===== config.mk =====
export PLATFORM = sky130hd
export DESIGN_NAME = vga_renderer
export DESIGN_NICKNAME = d
export VERILOG_FILES = /design/src/rtl/vga_renderer_pkg.sv /design/src/rtl/vga_renderer_timing.sv /design/src/rtl/vga_renderer.sv
export SDC_FILE = /design/constraint.sdc
export NUM_CORES = 2
export LEC_CHECK = 0
export CORE_MARGIN = 2
export CORE_UTILIZATION = 63
export DETAILED_ROUTE_END_ITERATION = 6
export PLACE_DENSITY = 0.88
export SLEW_MARGIN = 20
export SYNTH_ARGS = -nofsm -noshare
export SYNTH_HDL_FRONTEND = slang
export SYNTH_SLANG_ARGS = --single-unit

===== constraint.sdc =====
create_clock -name i_Clk -period 7.45 [get_ports i_Clk]
set_input_delay 1.49 -clock i_Clk [delete_from_list [all_inputs] [get_ports i_Clk]]
set_output_delay 1.49 -clock i_Clk [all_outputs]
set_load 0.01 [all_outputs]

===== src/rtl/vga_renderer_pkg.sv =====
// Shared definitions for the VGA renderer: game-state codes, timing,
// sprite sizes, colours and position/hit helpers.
package vga_renderer_pkg;

  typedef enum logic [2:0] {
    GS_IDLE    = 3'd0,
    GS_INITIAL = 3'd1,
    GS_PLAYING = 3'd2,
    GS_VICTORY = 3'd3,
    GS_DEFEAT  = 3'd4,
    GS_ERROR   = 3'd5
  } game_state_e;

  typedef struct packed {
    logic [9:0] x;
    logic [8:0] y;
  } pos_t;

  localparam int H_ACTIVE_D = 640;
  localparam int H_FP_D     = 16;
  localparam int H_SYNC_D   = 96;
  localparam int H_BP_D     = 48;
  localparam int V_ACTIVE_D = 480;
  localparam int V_FP_D     = 10;
  localparam int V_SYNC_D   = 2;
  localparam int V_BP_D     = 33;

  localparam int ENEMY_W_D  = 32;
  localparam int ENEMY_H_D  = 16;
  localparam int PLAYER_W_D = 32;
  localparam int PLAYER_H_D = 16;
  localparam int BULLET_W_D = 4;
  localparam int BULLET_H_D = 8;

  localparam logic [23:0] C_PLAYER  = 24'h00FF00;
  localparam logic [23:0] C_PBULLET = 24'hFFFF00;
  localparam logic [23:0] C_EBULLET = 24'hFF00FF;
  localparam logic [23:0] C_ENEMY   = 24'hFFFFFF;
  localparam logic [23:0] C_BLACK   = 24'h000000;
  localparam logic [23:0] C_VICTORY = 24'h002000;
  localparam logic [23:0] C_DEFEAT  = 24'h200000;
  localparam logic [23:0] C_ERROR   = 24'h0000FF;

  function automatic pos_t pos_unpack(input logic [18:0] p);
    return pos_t'(p);
  endfunction

  function automatic logic [18:0] pos_pack(input pos_t p);
    return {p.x, p.y};
  endfunction

  function automatic logic [23:0] bg_colour(input game_state_e gs);
    logic [23:0] c;
    c = C_BLACK;
    case (gs)
      GS_VICTORY: c = C_VICTORY;
      GS_DEFEAT:  c = C_DEFEAT;
      GS_ERROR:   c = C_ERROR;
      default:    c = C_BLACK;
    endcase
    return c;
  endfunction

  // Signed 11-bit box test so centres near 0 extend off-screen cleanly.
  function automatic logic hit_test(
    input pos_t       p,
    input logic [9:0] h,
    input logic [9:0] v,
    input int         w,
    input int         hgt
  );
    logic signed [10:0] cx, cy, hx, vy, dw, dh;
    cx = {1'b0, p.x};
    cy = {2'b0, p.y};
    hx = {1'b0, h};
    vy = {1'b0, v};
    dw = 11'(w / 2);
    dh = 11'(hgt / 2);
    return (hx >= cx - dw) && (hx < cx + dw) &&
           (vy >= cy - dh) && (vy < cy + dh);
  endfunction

endpackage


===== src/rtl/vga_renderer_timing.sv =====
// Pixel-enable generation, DAC clock and h/v raster counters with raw
// sync, active-region and snapshot strobes.
module vga_timing
  import vga_renderer_pkg::*;
#(
  parameter int H_ACTIVE = H_ACTIVE_D,
  parameter int H_FP     = H_FP_D,
  parameter int H_SYNC   = H_SYNC_D,
  parameter int H_BP     = H_BP_D,
  parameter int V_ACTIVE = V_ACTIVE_D,
  parameter int V_FP     = V_FP_D,
  parameter int V_SYNC   = V_SYNC_D,
  parameter int V_BP     = V_BP_D
) (
  input  logic       i_Clk,
  input  logic       i_Rst,
  output logic       o_Pe,
  output logic       o_DacClk,
  output logic [9:0] o_HCnt,
  output logic [9:0] o_VCnt,
  output logic       o_Active,
  output logic       o_HSync,
  output logic       o_VSync,
  output logic       o_Snap
);

  localparam int H_TOTAL = H_ACTIVE + H_FP + H_SYNC + H_BP;
  localparam int V_TOTAL = V_ACTIVE + V_FP + V_SYNC + V_BP;
  localparam int HS_LO   = H_ACTIVE + H_FP;
  localparam int HS_HI   = H_ACTIVE + H_FP + H_SYNC - 1;
  localparam int VS_LO   = V_ACTIVE + V_FP;
  localparam int VS_HI   = V_ACTIVE + V_FP + V_SYNC - 1;

  logic       r_Pe;
  logic       r_DacClk;
  logic [9:0] r_HCnt;
  logic [9:0] r_VCnt;

  // DAC clock lags pe by one cycle, i.e. equals ~pe, so its rising
  // edge sits in the middle of each stable pixel.
  always_ff @(posedge i_Clk) begin
    if (i_Rst) begin
      r_Pe     <= 1'b0;
      r_DacClk <= 1'b0;
      r_HCnt   <= '0;
      r_VCnt   <= '0;
    end else begin
      r_Pe     <= ~r_Pe;
      r_DacClk <= r_Pe;
      if (r_Pe) begin
        if (r_HCnt == 10'(H_TOTAL - 1)) begin
          r_HCnt <= '0;
          if (r_VCnt == 10'(V_TOTAL - 1)) r_VCnt <= '0;
          else                            r_VCnt <= r_VCnt + 10'd1;
        end else begin
          r_HCnt <= r_HCnt + 10'd1;
        end
      end
    end
  end

  assign o_Pe     = r_Pe;
  assign o_DacClk = r_DacClk;
  assign o_HCnt   = r_HCnt;
  assign o_VCnt   = r_VCnt;
  assign o_Active = (r_HCnt < 10'(H_ACTIVE)) && (r_VCnt < 10'(V_ACTIVE));
  assign o_HSync  = !((r_HCnt >= 10'(HS_LO)) && (r_HCnt <= 10'(HS_HI)));
  assign o_VSync  = !((r_VCnt >= 10'(VS_LO)) && (r_VCnt <= 10'(VS_HI)));
  assign o_Snap   = r_Pe && (r_HCnt == '0) && (r_VCnt == 10'(V_ACTIVE));

endmodule


===== src/rtl/vga_renderer.sv =====
// Game-state consumer: per-frame shadow snapshot, two-stage hit/colour
// pipeline and VGA DAC outputs.
module vga_renderer
  import vga_renderer_pkg::*;
#(
  parameter int MAX_ENEMY         = 15,
  parameter int MAX_PLAYER_BULLET = 4,
  parameter int H_ACTIVE          = H_ACTIVE_D,
  parameter int H_FP              = H_FP_D,
  parameter int H_SYNC            = H_SYNC_D,
  parameter int H_BP              = H_BP_D,
  parameter int V_ACTIVE          = V_ACTIVE_D,
  parameter int V_FP              = V_FP_D,
  parameter int V_SYNC            = V_SYNC_D,
  parameter int V_BP              = V_BP_D,
  parameter int ENEMY_W           = ENEMY_W_D,
  parameter int ENEMY_H           = ENEMY_H_D,
  parameter int PLAYER_W          = PLAYER_W_D,
  parameter int PLAYER_H          = PLAYER_H_D,
  parameter int BULLET_W          = BULLET_W_D,
  parameter int BULLET_H          = BULLET_H_D
) (
  input  logic                           i_Clk,
  input  logic                           i_Rst,
  input  logic [2:0]                     i_GameState,
  input  logic [MAX_ENEMY-1:0]           i_EnemyState,
  input  logic [19*MAX_ENEMY-1:0]        i_EnemyPosition,
  input  logic [MAX_ENEMY-1:0]           i_EnemyBulletState,
  input  logic [19*MAX_ENEMY-1:0]        i_EnemyBulletPosition,
  input  logic                           i_PlayerState,
  input  logic [18:0]                    i_PlayerPosition,
  input  logic [MAX_PLAYER_BULLET-1:0]   i_PlayerBulletState,
  input  logic [19*MAX_PLAYER_BULLET-1:0] i_PlayerBulletPosition,
  output logic                           o_FrameTick,
  output logic                           o_Clk,
  output logic                           o_blank,
  output logic                           o_hsync,
  output logic                           o_vsync,
  output logic [7:0]                     o_Red,
  output logic [7:0]                     o_Green,
  output logic [7:0]                     o_Blue
);

  logic       w_Pe, w_Active, w_HSync, w_VSync, w_Snap;
  logic [9:0] w_HCnt, w_VCnt;

  vga_timing #(
    .H_ACTIVE (H_ACTIVE), .H_FP (H_FP), .H_SYNC (H_SYNC), .H_BP (H_BP),
    .V_ACTIVE (V_ACTIVE), .V_FP (V_FP), .V_SYNC (V_SYNC), .V_BP (V_BP)
  ) u_timing (
    .i_Clk    (i_Clk),
    .i_Rst    (i_Rst),
    .o_Pe     (w_Pe),
    .o_DacClk (o_Clk),
    .o_HCnt   (w_HCnt),
    .o_VCnt   (w_VCnt),
    .o_Active (w_Active),
    .o_HSync  (w_HSync),
    .o_VSync  (w_VSync),
    .o_Snap   (w_Snap)
  );

  game_state_e                    r_GameState;
  logic [MAX_ENEMY-1:0]           r_EnemyState;
  logic [19*MAX_ENEMY-1:0]        r_EnemyPos;
  logic [MAX_ENEMY-1:0]           r_EBulletState;
  logic [19*MAX_ENEMY-1:0]        r_EBulletPos;
  logic                           r_PlayerState;
  logic [18:0]                    r_PlayerPos;
  logic [MAX_PLAYER_BULLET-1:0]   r_PBulletState;
  logic [19*MAX_PLAYER_BULLET-1:0] r_PBulletPos;
  logic                           r_FrameTick;

  // Shadow copy taken in vertical blank so the game can step tear-free.
  always_ff @(posedge i_Clk) begin
    if (i_Rst) begin
      r_GameState    <= GS_IDLE;
      r_EnemyState   <= '0;
      r_EnemyPos     <= '0;
      r_EBulletState <= '0;
      r_EBulletPos   <= '0;
      r_PlayerState  <= 1'b0;
      r_PlayerPos    <= '0;
      r_PBulletState <= '0;
      r_PBulletPos   <= '0;
      r_FrameTick    <= 1'b0;
    end else begin
      r_FrameTick <= w_Snap;
      if (w_Snap) begin
        r_GameState    <= game_state_e'(i_GameState);
        r_EnemyState   <= i_EnemyState;
        r_EnemyPos     <= i_EnemyPosition;
        r_EBulletState <= i_EnemyBulletState;
        r_EBulletPos   <= i_EnemyBulletPosition;
        r_PlayerState  <= i_PlayerState;
        r_PlayerPos    <= i_PlayerPosition;
        r_PBulletState <= i_PlayerBulletState;
        r_PBulletPos   <= i_PlayerBulletPosition;
      end
    end
  end

  logic                         w_PlayerHit;
  logic [MAX_PLAYER_BULLET-1:0] w_PBulletHit;
  logic [MAX_ENEMY-1:0]         w_EBulletHit;
  logic [MAX_ENEMY-1:0]         w_EnemyHit;

  always_comb begin
    w_PBulletHit = '0;
    w_EBulletHit = '0;
    w_EnemyHit   = '0;
    w_PlayerHit  = r_PlayerState &&
      hit_test(pos_unpack(r_PlayerPos), w_HCnt, w_VCnt, PLAYER_W, PLAYER_H);
    for (int k = 0; k < MAX_PLAYER_BULLET; k++) begin
      w_PBulletHit[k] = r_PBulletState[k] &&
        hit_test(pos_unpack(r_PBulletPos[19*k +: 19]),
                 w_HCnt, w_VCnt, BULLET_W, BULLET_H);
    end
    for (int k = 0; k < MAX_ENEMY; k++) begin
      w_EBulletHit[k] = r_EBulletState[k] &&
        hit_test(pos_unpack(r_EBulletPos[19*k +: 19]),
                 w_HCnt, w_VCnt, BULLET_W, BULLET_H);
      w_EnemyHit[k] = r_EnemyState[k] &&
        hit_test(pos_unpack(r_EnemyPos[19*k +: 19]),
                 w_HCnt, w_VCnt, ENEMY_W, ENEMY_H);
    end
  end

  logic                         r_s1_PlayerHit;
  logic [MAX_PLAYER_BULLET-1:0] r_s1_PBulletHit;
  logic [MAX_ENEMY-1:0]         r_s1_EBulletHit;
  logic [MAX_ENEMY-1:0]         r_s1_EnemyHit;
  logic                         r_s1_Active;
  logic                         r_s1_HSync;
  logic                         r_s1_VSync;

  always_ff @(posedge i_Clk) begin
    if (i_Rst) begin
      r_s1_PlayerHit  <= 1'b0;
      r_s1_PBulletHit <= '0;
      r_s1_EBulletHit <= '0;
      r_s1_EnemyHit   <= '0;
      r_s1_Active     <= 1'b0;
      r_s1_HSync      <= 1'b1;
      r_s1_VSync      <= 1'b1;
    end else if (w_Pe) begin
      r_s1_PlayerHit  <= w_PlayerHit;
      r_s1_PBulletHit <= w_PBulletHit;
      r_s1_EBulletHit <= w_EBulletHit;
      r_s1_EnemyHit   <= w_EnemyHit;
      r_s1_Active     <= w_Active;
      r_s1_HSync      <= w_HSync;
      r_s1_VSync      <= w_VSync;
    end
  end

  logic [23:0] w_Colour;

  always_comb begin
    w_Colour = bg_colour(r_GameState);
    if (r_GameState != GS_IDLE) begin
      if (r_s1_PlayerHit)       w_Colour = C_PLAYER;
      else if (|r_s1_PBulletHit) w_Colour = C_PBULLET;
      else if (|r_s1_EBulletHit) w_Colour = C_EBULLET;
      else if (|r_s1_EnemyHit)   w_Colour = C_ENEMY;
    end
  end

  logic        r_Blank, r_HSync, r_VSync;
  logic [23:0] r_Rgb;

  always_ff @(posedge i_Clk) begin
    if (i_Rst) begin
      r_Blank <= 1'b0;
      r_HSync <= 1'b1;
      r_VSync <= 1'b1;
      r_Rgb   <= '0;
    end else if (w_Pe) begin
      r_Blank <= r_s1_Active;
      r_HSync <= r_s1_HSync;
      r_VSync <= r_s1_VSync;
      r_Rgb   <= r_s1_Active ? w_Colour : 24'h0;
    end
  end

  assign o_FrameTick = r_FrameTick;
  assign o_blank     = r_Blank;
  assign o_hsync     = r_HSync;
  assign o_vsync     = r_VSync;
  assign o_Red       = r_Rgb[23:16];
  assign o_Green     = r_Rgb[15:8];
  assign o_Blue      = r_Rgb[7:0];

endmodule


* Yosys cells after proc, flatten, opt, wreduce, memory -nomap -nowiden
Cells that the tools add are included.
** Storage, ports and cells
- Output and inout port bits :: 29
- Register bits after elaboration :: 791
- Input port bits :: 705
- Logic and storage cells :: 482
** Cells by class
- Mux-type cells :: 9
- $lt $le $gt $ge :: 146
- Reduce and logical (&&, ||, !) cells :: 153
- $add $sub $neg :: 142
- Bitwise gates (word level) :: 1
- Equality and inequality tests :: 6
** Operator list (number)
- 11-bit by 10-bit >= comparator with 1-bit output :: 35
- 11-bit >= comparator :: 35
- 11-bit < comparator :: 35
- 10-bit < comparator :: 35
- 10-bit by 2-bit adder with 11-bit output (second input constant) :: 19
- 10-bit by 2-bit subtractor with 11-bit output (second input constant) :: 19
- 9-bit by 3-bit adder with 10-bit output (second input constant) :: 19
- 9-bit by 3-bit subtractor with 10-bit output (second input constant) :: 19
- 10-bit by 5-bit adder with 11-bit output (second input constant) :: 16
- 10-bit by 5-bit subtractor with 11-bit output (second input constant) :: 16
- 9-bit by 4-bit adder with 10-bit output (second input constant) :: 16
- 9-bit by 4-bit subtractor with 10-bit output (second input constant) :: 16
- 1-bit logical AND :: 145
- 24-bit 2-to-1 mux :: 6
- 22-bit one-hot mux with 3 select lines :: 1
- 15-bit OR reduction :: 2
- 10-bit by 1-bit adder with 10-bit output (second input constant) :: 2
- 10-bit equality test (second input constant) :: 2
- 10-bit 2-to-1 mux :: 2
- 10-bit by 9-bit equality test with 1-bit output (second input constant) :: 1
- 10-bit >= comparator (second input constant) :: 1
- 10-bit by 9-bit >= comparator with 1-bit output (second input constant) :: 1
- 10-bit less-or-equal comparator (second input constant) :: 1
- 10-bit by 9-bit less-or-equal comparator with 1-bit output (second input constant) :: 1
- 10 further kinds :: 12

* Depth between registers and ports, before layout
- Depth in word-level cells :: 8
- Gate-level depth with buffers :: 13
- Depth with buffers taken out :: 13

* Modules after synthesis
Synthesis repeated with hierarchy kept, for this count alone.
** Unflattened totals
- Cells, all modules :: 8088
- Area, all modules :: 69578.0 um2
** Modules (own cells, without submodules)
- vga_renderer :: instances 1, sequential area each 15014.4 um2, cells each 7953, area each 68398.1 um2
- vga_timing :: instances 1, sequential area each 440.4 um2, cells each 135, area each 1179.9 um2

* Worst setup path after synthesis
No wires, ideal clock.
- Kind :: register to register
- Start point :: reg u_timing.r_VCnt[9], in the netlist u_timing.o_VCnt[9]
- End point :: reg r_s1_PBulletHit[2]
- Library setup time :: 0.069 ns
- Path slack :: 2.843 ns
- Data required time :: 7.381 ns
- Period minus slack after synthesis :: 4.607 ns
- Stages on the path, launching flop included :: 8
- Arrival time :: 4.538 ns
- Path buffers :: 0
- Path through :: dfxtp_1 > inv_1 > ha_1 > nor4b_1 > nor2_1 > mux2_2 > or4_1 > o21ai_1
** On the way
- Word-level cells in the longest chain between the ends :: 4
- Elaborated cells on any way between the ends :: 5
- Those cells by class :: 2 x order compare; 3 x reduce/logical
** Ends and longest elaborated chain
- from (decl) :: line vga_renderer_timing.sv:37 : logic [9:0] r_VCnt;
- from (signal assigned) :: line vga_renderer_timing.sv:54 : else r_VCnt <= r_VCnt + 10'd1;
- 11-bit by 10-bit >= comparator with 1-bit output :: line vga_renderer_pkg.sv:80 : (vy >= cy - dh) && (vy < cy + dh);
- 1-bit logical AND :: line vga_renderer_pkg.sv:79 : return (hx >= cx - dw) && (hx < cx + dw) &&
- 1-bit logical AND (*) :: line vga_renderer_pkg.sv:80
- 1-bit logical AND (*) :: line vga_renderer.sv:115 : w_PBulletHit[k] = r_PBulletState[k] &&
- to (signal assigned) :: line vga_renderer.sv:148 : r_s1_PBulletHit <= w_PBulletHit;
- to (decl) :: line vga_renderer.sv:130 : logic [MAX_PLAYER_BULLET-1:0] r_s1_PBulletHit;
Every way passes the cells marked *; elsewhere a longest branch is shown, timed or not.
A chain may end at the register's enable or synchronous reset.

* Final worst setup path
- Start point :: reg u_timing.r_VCnt[7], in the netlist u_timing.o_VCnt[7]
- End point :: reg r_EnemyPos[174]
** On the way
- Word-level cells in the longest chain between the ends :: 2
** Ends and longest elaborated chain
- 10-bit by 9-bit equality test with 1-bit output :: line vga_renderer_timing.sv:69 : assign o_Snap = r_Pe && (r_HCnt == '0) && (r_VCnt == 10'(V_ACTIVE));
- 1-bit logical AND :: line vga_renderer_timing.sv:69
- to (signal assigned) :: line vga_renderer.sv:92 : r_EnemyPos <= i_EnemyPosition;
- to (decl) :: line vga_renderer.sv:65 : logic [19*MAX_ENEMY-1:0] r_EnemyPos;
No other way between the ends.

==> impl_metrics.tcl <==
set metrics [dict create \
    crit_required_ns 8.06 \
    grt.total_usage 0.3836 \
    vias_per_cell 6.270 \
    synthTopCellsByCount "nand2_1, ha_1, a21oi_1" \
    overflow 0 \
    tightest_slew_ns 1.345 \
    netlist_area_um2 68220 \
    finalWirelength_mm 220.8 \
    first_pass_iters 6 \
    drtIter0Drc 5796 \
    seq_area_frac_synth 0.2265 \
    synth_cell_types 79 \
    row_count 120 \
    finalSetupViolCount 0 \
    nNetsFinal 11270 \
    async_flop_share 0 \
    hpwl_mm 154.0 \
    r2r_end "r_EnemyPos[174]" \
    synthXorXnorAreaFrac 0.09295 \
    cts_max_path_buffers 3 \
    syn_to_final_growth_pct 15.57 \
    drive_above_1_share 0.03009 \
    skew_ns 0.02714 \
    synth-simple-area-share 0.2133 \
    path_clk_slew_ns 0.06 \
    syn-num-nets 10880 \
    cap_violations 0 \
    post_synth.cell_area_avg_um2 7.737 \
    start_util 0.6364 \
    slew_headroom 0.09517 \
    htreeDepth 3 \
    ys.flop_type "dfxtp_1" \
    cts_buffers 89 \
    io_pins 734 \
    synth_top_family_by_area "adder cells" \
    drtAntennaViolNets 0 \
    min_period_over_period 0.5998 \
    fillers 8089 \
    synth-edff-count 0 \
    antenna_found_initial 1 \
    grt_pass1_vias 65290 \
    die_x_um 333.1 \
    power_leakage_nw 33.96 \
    globalplace.congestion 0.9580 \
    wl_per_cell_um 20.68 \
    rsz0062_at_grt "false" \
    outcome "completed" \
    ctsHoldBuffers 0 \
    end_kind "flip-flop" \
    min-delay-start "r_EnemyPos[69]" \
    power_density_nw_per_um2 119.2 \
    synthAdderAreaFrac 0.2494 \
    synth_top_cell_by_area "ha_1" \
    design.core.area_um2 107200 \
    synth_cells 8817 \
    crit_type "reg2reg" \
    antenna_cells 0 \
    multiInputGateArea_um2 49270 \
    regArea_um2 15520 \
    clock_latency_ns 0.71 \
    route.detailed.drc 0 \
    grt_max_degree 247 \
    synth_compound_gate_area_share 0.1614 \
    finalCriticalPeriod_ns 4.469 \
    synth_seq_cells 772 \
    hold_viol 0 \
    die_height_um 333.1 \
    cts_resized 0 \
    ir_worst_vdd_uv 187.3 \
    slew_viol_final 0 \
    clock-sinks 772 \
    die-area_um2 110900 \
    synth_most_common_cell "nand2_1" \
    crit_start "u_timing.o_VCnt[7]" \
    max_freq_mhz 223.8 \
    critPathLaunchType "flip-flop" \
    hold_path_end "r_EnemyPos[69]" \
    vias 66930 \
    portBuffers 733 \
    ys_warn_count 0 \
    cts_setup_buffers 0 \
    regToRegSetupSlack_ns 2.98 \
    worstRegToRegCells 7 \
    cp.arrival_ns 5.07 \
    fin_tns_setup_ns 0 \
    cts_root_buffer "clkbuf_16" \
    design_area_um2 78850 \
    synthMuxAreaShare 0.004658 \
    worstHoldPathType "reg2reg" \
    cts_tree "built" \
    place_area_um2 75830 \
    min_path_cells 2 \
    grt_pass1_wl_mm 343.5 \
    synth_area_leaders "ha_1, dfxtp_1, nand2_1" \
    crit_fanout 99 \
    reg2reg_from "u_timing.o_VCnt[7]" \
    netlist.area_leader.share 0.2494 \
]
[per-stage QoR]
step	power (mW)	worst slack, ns	instances	util	hold slack (ns)
after floorplan	4.349	2.843	8817	-	0.4249
after global placement	4.865	3.461	10510	0.7073	0.4383
after detailed placement	4.861	3.258	10510	0.7073	0.4445
after CTS	9.407	3.191	10680	0.7354	0.4510
after global routing	9.601	2.903	10680	0.7355	0.4730
final	9.398	2.981	10680	0.7355	0.4514
[report_power, final]
group / internal (mW) / switching (mW)
registers: 4.12 / 0.00784
logic: 0.373 / 0.286
clock network: 2.68 / 1.93
[how the worst max path moves through the flow]
stage | end | slack (ns)
after global routing | r_EnemyPos[165] | 2.90
after floorplan | r_s1_PBulletHit[2] | 2.84
after global placement | r_EnemyPos[175] | 3.46
after CTS | r_EnemyState[12] | 3.19
after detailed placement | r_EnemyPos[168] | 3.26
final | r_EnemyPos[174] | 2.98
[metal layers]
metal  vias up  wire length (um)  part of all wire  global-route usage
met1     31340             86200              0.39              0.4675
met5         -                 0                 0                   0
met4         0             16840             0.076              0.2686
li1      31590                 -                 -                   -
met2      3113             97940              0.44              0.6128
met3       888             19780             0.090             0.06925
[layout by cell type (no fill, tap or decap), types with 55 or more instances in the layout]
cell type        instances
nor2b_1                 70
and3_1                 140
a21o_1                  93
clkbuf_16               89
inv_1                  407
dfxtp_1                754
a211oi_1                69
nor2_1                 291
o21ai_0                228
xor2_1                 309
nand3_1                323
nand2_1               1746
clkdlybuf4s50_1        732
a21oi_1               1005
nand2b_1                55
o21a_1                  84
nor3_1                 192
nor4_1                  92
xnor2_1                415
ha_1                  1360
nand4_1                 86
[worst max-delay path: stages, from the launching register on]
cell and delay (ns):
dfxtp_4 0.98, and3_1 0.28, nand2_1 0.11, nor4_1 0.71
and4_4 0.86, buf_4 0.92, nand2_1 0.16, a21oi_1 0.21
[logic make-up after synthesis]
logic type | after synthesis
simple gates | 3201
mux | 30
xor+xnor | 724
buf+inv | 891
compound gates | 1839
fa+ha+maj | 1360
flops | 772
[final cells by class]
cell class,instances,share of cell area
Sequential cell,772,0.1969
Inverter,411,0.01958
Multi-Input combinational cell,7154,0.6249
Clock buffer,120,0.03175
Timing Repair Buffer,772,0.09815
Clock inverter,43,0.006459
Tap cell,1403,0.02226
[registers in the layout, summed over array words and instances, names as in the netlist, 3 cells and up]
signal,cells
r_PBulletState,4
r_EBulletPos,285
r_GameState,3
r_PlayerPos,19
r_EnemyState,15
u_timing.o_HCnt,10
r_PBulletPos,76
r_s1_EBulletHit,15
r_EnemyPos,285
r_s1_EnemyHit,15
u_timing.o_VCnt,10
r_Rgb,5
r_s1_PBulletHit,4
r_EBulletState,15
(Power assumes the default switching activity.)
